### config.mk
export PLATFORM = sky130hd
export DESIGN_NAME = serial_tx_flat
export DESIGN_NICKNAME = d
export VERILOG_FILES = /design/src/rtl/serial_tx_if.sv /design/src/rtl/serial_tx.sv /design/src/flat_wrapper.sv
export SDC_FILE = /design/constraint.sdc
export NUM_CORES = 1
export LEC_CHECK = 0
export ABC_AREA = 1
export CORE_ASPECT_RATIO = 1.25
export CORE_MARGIN = 2
export CORE_UTILIZATION = 50
export CTS_CLUSTER_DIAMETER = 80
export DETAILED_ROUTE_END_ITERATION = 10
export DONT_BUFFER_PORTS = 1
export SYNTH_ARGS = -nofsm -noshare
export SYNTH_HDL_FRONTEND = slang
export SYNTH_SLANG_ARGS = --single-unit
export TNS_END_PERCENT = 100
### constraint.sdc
create_clock -name clk -period 2.65 [get_ports clk]
set_clock_uncertainty 0.2 [all_clocks]
set_input_delay 0.265 -clock clk [delete_from_list [all_inputs] [get_ports clk]]
set_output_delay 0.265 -clock clk [all_outputs]
set_load 0.005 [all_outputs]
### src/rtl/serial_tx_if.sv
// Nibble handshake and serial output bundle for serial_tx.
// slave = the serializer, master = the nibble producer / observer.
interface serial_tx_if;
    logic [3:0] in_data;
    logic       in_valid;
    logic       in_ready;
    logic       shift_out;
    logic       frame;
    logic       busy;

    modport slave (
        input  in_data,
        input  in_valid,
        output in_ready,
        output shift_out,
        output frame,
        output busy
    );

    modport master (
        output in_data,
        output in_valid,
        input  in_ready,
        input  shift_out,
        input  frame,
        input  busy
    );
endinterface

### src/rtl/serial_tx.sv
// Buffered nibble serializer, MSB first, with optional inter-frame gap.
// Define SERIAL_TX_PARITY_EN to append an even-parity bit to each frame.
module serial_tx #(
    parameter int FIFO_DEPTH = 4,
    parameter int GAP_CYCLES = 0
) (
    input  logic        clk,
    input  logic        rst,
    serial_tx_if.slave  bus
);
    localparam int AW = (FIFO_DEPTH > 1) ? $clog2(FIFO_DEPTH) : 1;
    localparam logic [AW:0] DEPTH_L = (AW+1)'(FIFO_DEPTH);
    localparam bit HAS_GAP = (GAP_CYCLES > 0);
    localparam logic [3:0] GAP_LAST =
        HAS_GAP ? 4'(GAP_CYCLES - 1) : 4'd0;

`ifdef SERIAL_TX_PARITY_EN
    typedef enum logic [1:0] {
        IDLE   = 2'd0,
        SHIFT  = 2'd1,
        PARITY = 2'd2,
        GAP    = 2'd3
    } state_t;
`else
    typedef enum logic [1:0] {
        IDLE  = 2'd0,
        SHIFT = 2'd1,
        GAP   = 2'd3
    } state_t;
`endif

    logic [3:0]    mem [FIFO_DEPTH];
    logic [AW-1:0] wr_ptr;
    logic [AW-1:0] rd_ptr;
    logic [AW:0]   count;
    logic          full;
    logic          empty;
    logic          push;
    logic          pop;
    logic [3:0]    head;

    state_t        state;
    logic [3:0]    shreg;
    logic [1:0]    bit_cnt;
    logic [3:0]    gap_cnt;
    logic          shift_q;
    logic          frame_q;
`ifdef SERIAL_TX_PARITY_EN
    logic          par_q;
`endif

    assign full  = (count == DEPTH_L);
    assign empty = (count == '0);
    assign push  = bus.in_valid && !full;
    assign pop   = (state == IDLE) && !empty;
    assign head  = mem[rd_ptr];

    assign bus.in_ready  = !full;
    assign bus.shift_out = shift_q;
    assign bus.frame     = frame_q;
    assign bus.busy      = !empty || (state != IDLE) || frame_q;

    // Buffer storage; pointer reset makes stale contents unreachable.
    always_ff @(posedge clk) begin
        if (push && !rst) begin
            mem[wr_ptr] <= bus.in_data;
        end
    end

    // Wrap-around pointers and occupancy count.
    always_ff @(posedge clk) begin
        if (rst) begin
            wr_ptr <= '0;
            rd_ptr <= '0;
            count  <= '0;
        end else begin
            if (push) begin
                wr_ptr <= wr_ptr + AW'(1);
            end
            if (pop) begin
                rd_ptr <= rd_ptr + AW'(1);
            end
            unique case ({push, pop})
                2'b10:   count <= count + (AW+1)'(1);
                2'b01:   count <= count - (AW+1)'(1);
                default: count <= count;
            endcase
        end
    end

    // Frame sequencer with registered serial outputs.
    always_ff @(posedge clk) begin
        if (rst) begin
            state   <= IDLE;
            shreg   <= '0;
            bit_cnt <= '0;
            gap_cnt <= '0;
            shift_q <= 1'b0;
            frame_q <= 1'b0;
`ifdef SERIAL_TX_PARITY_EN
            par_q   <= 1'b0;
`endif
        end else begin
            unique case (state)
                IDLE: begin
                    shift_q <= 1'b0;
                    frame_q <= 1'b0;
                    if (!empty) begin
                        shreg   <= head;
                        bit_cnt <= '0;
`ifdef SERIAL_TX_PARITY_EN
                        par_q   <= ^head;
`endif
                        state   <= SHIFT;
                    end
                end
                SHIFT: begin
                    shift_q <= shreg[3];
                    frame_q <= 1'b1;
                    shreg   <= {shreg[2:0], 1'b0};
                    if (bit_cnt == 2'd3) begin
                        bit_cnt <= '0;
`ifdef SERIAL_TX_PARITY_EN
                        state   <= PARITY;
`else
                        gap_cnt <= '0;
                        state   <= HAS_GAP ? GAP : IDLE;
`endif
                    end else begin
                        bit_cnt <= bit_cnt + 2'd1;
                    end
                end
`ifdef SERIAL_TX_PARITY_EN
                PARITY: begin
                    shift_q <= par_q;
                    frame_q <= 1'b1;
                    gap_cnt <= '0;
                    state   <= HAS_GAP ? GAP : IDLE;
                end
`endif
                GAP: begin
                    shift_q <= 1'b0;
                    frame_q <= 1'b0;
                    if (gap_cnt == GAP_LAST) begin
                        gap_cnt <= '0;
                        state   <= IDLE;
                    end else begin
                        gap_cnt <= gap_cnt + 4'd1;
                    end
                end
                default: begin
                    shift_q <= 1'b0;
                    frame_q <= 1'b0;
                    state   <= IDLE;
                end
            endcase
        end
    end
endmodule

### src/flat_wrapper.sv
// flat-port wrapper written by rule: the top's interface ports become plain ports
module serial_tx_flat 
#(
    parameter int FIFO_DEPTH = 4,
    parameter int GAP_CYCLES = 0
)
  (clk, rst, bus_in_data, bus_in_valid, bus_in_ready, bus_shift_out, bus_frame, bus_busy);
  serial_tx_if bus_i ();
  input  logic clk;
  input  logic rst;
  input wire logic [$bits(bus_i.in_data)-1:0] bus_in_data;
  input wire logic [$bits(bus_i.in_valid)-1:0] bus_in_valid;
  output wire logic [$bits(bus_i.in_ready)-1:0] bus_in_ready;
  output wire logic [$bits(bus_i.shift_out)-1:0] bus_shift_out;
  output wire logic [$bits(bus_i.frame)-1:0] bus_frame;
  output wire logic [$bits(bus_i.busy)-1:0] bus_busy;
  assign bus_i.in_data = bus_in_data;
  assign bus_i.in_valid = bus_in_valid;
  assign bus_in_ready = bus_i.in_ready;
  assign bus_shift_out = bus_i.shift_out;
  assign bus_frame = bus_i.frame;
  assign bus_busy = bus_i.busy;
  serial_tx #(.FIFO_DEPTH(FIFO_DEPTH), .GAP_CYCLES(GAP_CYCLES)) u_core (.clk(clk), .rst(rst), .bus(bus_i));
endmodule
==> impl_metrics.env <==
export IMPL_fp_dieW_um=54.29
export IMPL_clock_path_buffers=2
export IMPL_reg2reg_to="u_core.count[2]$_SDFFE_PP0P_"
export IMPL_htree_levels=2
export IMPL_regArea_um2=840.8
export IMPL_synth_top_area_cell="edfxtp_1"
export IMPL_hold_viol=0
export IMPL_cp_max_fo=7
export IMPL_viasPerCell=4.936
export IMPL_netlist_instances=170
export IMPL_yosys_register_bits=34
export IMPL_start_util_pct=53.16
export IMPL_final_common_cell="nand2_1"
export IMPL_ys_warn_count=0
export IMPL_syn_to_final_growth_pct=8.630
export IMPL_drt_iter0_markers=22
export IMPL_clock_sinks=34
export IMPL_die_h_um=66.86
export IMPL_gr_usage_met2_pct=30.27
export IMPL_synth_area_leaders="edfxtp_1 30%, dfxtp_1 23%, nand2_1 8.6%"
export IMPL_io_buffers=0
export IMPL_cts_tree="done"
export IMPL_critical_path_class="reg2reg"
export IMPL_r2r_start="u_core.count[0]$_SDFFE_PP0P_"
export IMPL_firstDrtPassIters=5
export IMPL_nFillCells=286
export IMPL_hpwlAfterDp_um=2034
export IMPL_gp_congestion=0.7736
export IMPL_start_kind="register"
export IMPL_ios=11
export IMPL_dp_cells=204
export IMPL_vias=1076
export IMPL_power_leakage_nw=0.7701
export IMPL_fin_crit_sh_pct=80.84
export IMPL_fin_tns_setup_ns=0
export IMPL_first_global_vias=1116
export IMPL_final_cell_mix="36 x nand2_1, 34 x inv_1, 18 x dfxtp_1"
export IMPL_clock_root_buffer="clkbuf_4"
export IMPL_multi_input_area_um2=575.6
export IMPL_maxSlewHeadroom_pct=69.54
export IMPL_antenna_cells=0
export IMPL_syn_avg_cell_area_um2=9.296
export IMPL_min_path_cells=3
export IMPL_postRouteAntennaNets=0
export IMPL_met3_usage_pct=6.278
export IMPL_mappedNetlistArea_um2=1580
export IMPL_endpoint_kind="register"
export IMPL_wl_per_cell_um=12.51
export IMPL_worstPathArrival_ns=2.17
export IMPL_grt_max_degree=11
export IMPL_layout_drive_gt1_share_pct=14.29
export IMPL_fmax_mhz=466.8
export IMPL_synth_seq_area_share_pct=53.21
export IMPL_layout_cells_non_filler=218
export IMPL_cts_setup_buffers=0
export IMPL_routed_wl_um=2728
export IMPL_drc=0
export IMPL_ys_types=24
export IMPL_rr_worst_depth=10
export IMPL_slew_violations=0
export IMPL_r2r_slack_ns=0.51
export IMPL_hold_path_class="in2reg"
export IMPL_track_usage_pct=19.11
export IMPL_rsz0062_at_grt="false"
export IMPL_maxCapViolations=0
export IMPL_outcome="finished, final reports clean"
export IMPL_syn_num_nets=184
export IMPL_gr_total_overflow=0
export IMPL_core_area_um2=2973
export IMPL_fin_util_pct=57.74
export IMPL_finalCriticalPeriod_ns=2.142
export IMPL_grt_busiest_layer="met2"
export IMPL_min_to="u_core.wr_ptr[1]$_SDFFE_PP0P_"
export IMPL_antenna_found_initial=0
export IMPL_cts_resized=0
export IMPL_die_area_um2=3629
export IMPL_grt_pass1_wl_um=4740
export IMPL_synth_top_area_share_pct=30.40
export IMPL_grtUsageMet1_pct=22.67
export IMPL_cts_buffers=5
export IMPL_setup_violations=0
export IMPL_pwr_density_cell_nw_per_um2=956.6
export IMPL_cts_hold_buf=6
export IMPL_power_mw=1.642
export IMPL_hp_start="rst"
export IMPL_worst_slew_pin_slew_ns=0.4552
export IMPL_clock_latency_ns=0.34
export IMPL_nets=195
export IMPL_clkSlewWorstSetupHoldPaths_ns=0.09
export IMPL_ir_worst_vdd_mv=0.5020
export IMPL_std_cell_rows=22
export IMPL_crit_required_ns=2.68
worst max-delay path by stage:
stage,startpoint,end,slack [ns],depth (start not counted)
2_1_floorplan,u_core.count[0]$_SDFFE_PP0P_,u_core.count[2]$_SDFFE_PP0P_,0.67,10
3_3_place_gp,u_core.count[0]$_SDFFE_PP0P_,u_core.count[2]$_SDFFE_PP0P_,0.60,10
3_5_place_dp,u_core.count[0]$_SDFFE_PP0P_,u_core.count[2]$_SDFFE_PP0P_,0.53,10
4_1_cts,u_core.count[0]$_SDFFE_PP0P_,u_core.count[2]$_SDFFE_PP0P_,0.51,10
5_1_grt,u_core.count[0]$_SDFFE_PP0P_,u_core.count[2]$_SDFFE_PP0P_,0.30,10
6_report,u_core.count[0]$_SDFFE_PP0P_,u_core.count[2]$_SDFFE_PP0P_,0.51,10
kinds of logic after synthesis:
family | synth area share, %
buffers and inverters | 10.37
AO/OA/AOI/OAI | 8.234
AND/OR/NAND/NOR | 21.62
adder cells (fa/ha/maj) | 6.017
XOR/XNOR | 0.5543
flip-flops | 53.21
routing by layer:
metal | up-vias | routed length (µm)
met5 | - | 0
met4 | 0 | 69
met3 | 7 | 134
met2 | 22 | 1329
met1 | 494 | 1195
li1 | 553 | -
critical path, stage by stage, from the launching register on:
cell     delay [ns]
dfxtp_1        0.36
nor2_4         0.24
nand2_4        0.12
nand2_8        0.10
ha_1           0.17
inv_1          0.07
fa_1           0.41
nand2_1        0.08
nand3_1        0.08
o21ai_0        0.15
a21oi_1        0.05
stage by stage:
| step | hold WS [ns] | worst slack [ns] | cell area, µm² |
|---|---|---|---|
| after global placement | 0.1302 | 0.6011 | 1607 |
| after floorplan | 0.1639 | 0.6738 | 1580 |
| final | 0.03596 | 0.5078 | 1717 |
| after global routing | 0.06215 | 0.3049 | 1717 |
| after detailed placement | 0.1295 | 0.5253 | 1607 |
| after CTS | 0.01328 | 0.5131 | 1717 |
report_power, final:
part / internal (mW) / switching (mW)
combinational: 0.217 / 0.395
sequential: 0.664 / 0.101
clock: 0.0995 / 0.166
cell usage after synthesis:
cell / instances
nand4_1: 4
and3_1: 1
nand2_2: 2
o21ai_2: 2
nor2_4: 1
inv_4: 1
fa_1: 1
o21ai_0: 5
xor2_1: 1
dfxtp_1: 18
buf_4: 1
nand2_4: 4
nor2_1: 8
ha_1: 6
nand3_1: 10
or2_1: 1
a21oi_1: 7
a21oi_2: 6
buf_6: 1
edfxtp_1: 16
nand2_8: 1
inv_1: 34
inv_2: 3
nand2_1: 36
registers in the layout, summed over array words and instances (netlist names), named ones only:
register and cells:
u_core.bit_cnt 2, u_core.rd_ptr 2, u_core.bus.shift_out 1, u_core.shreg 4, u_core.state 1, u_core.count 3
u_core.mem 16, u_core.bus.frame 1, u_core.wr_ptr 2
final cells by class:
type	instances	share of cell area [%]
clock inverters	2	0.5102
clock buffers	6	2.405
inverters	38	8.455
well taps	36	2.624
repair buffers	6	3.499
flip-flops and latches	34	48.98
multi-input cells	96	33.53
Note: power is estimated with default switching activity, not from simulation.
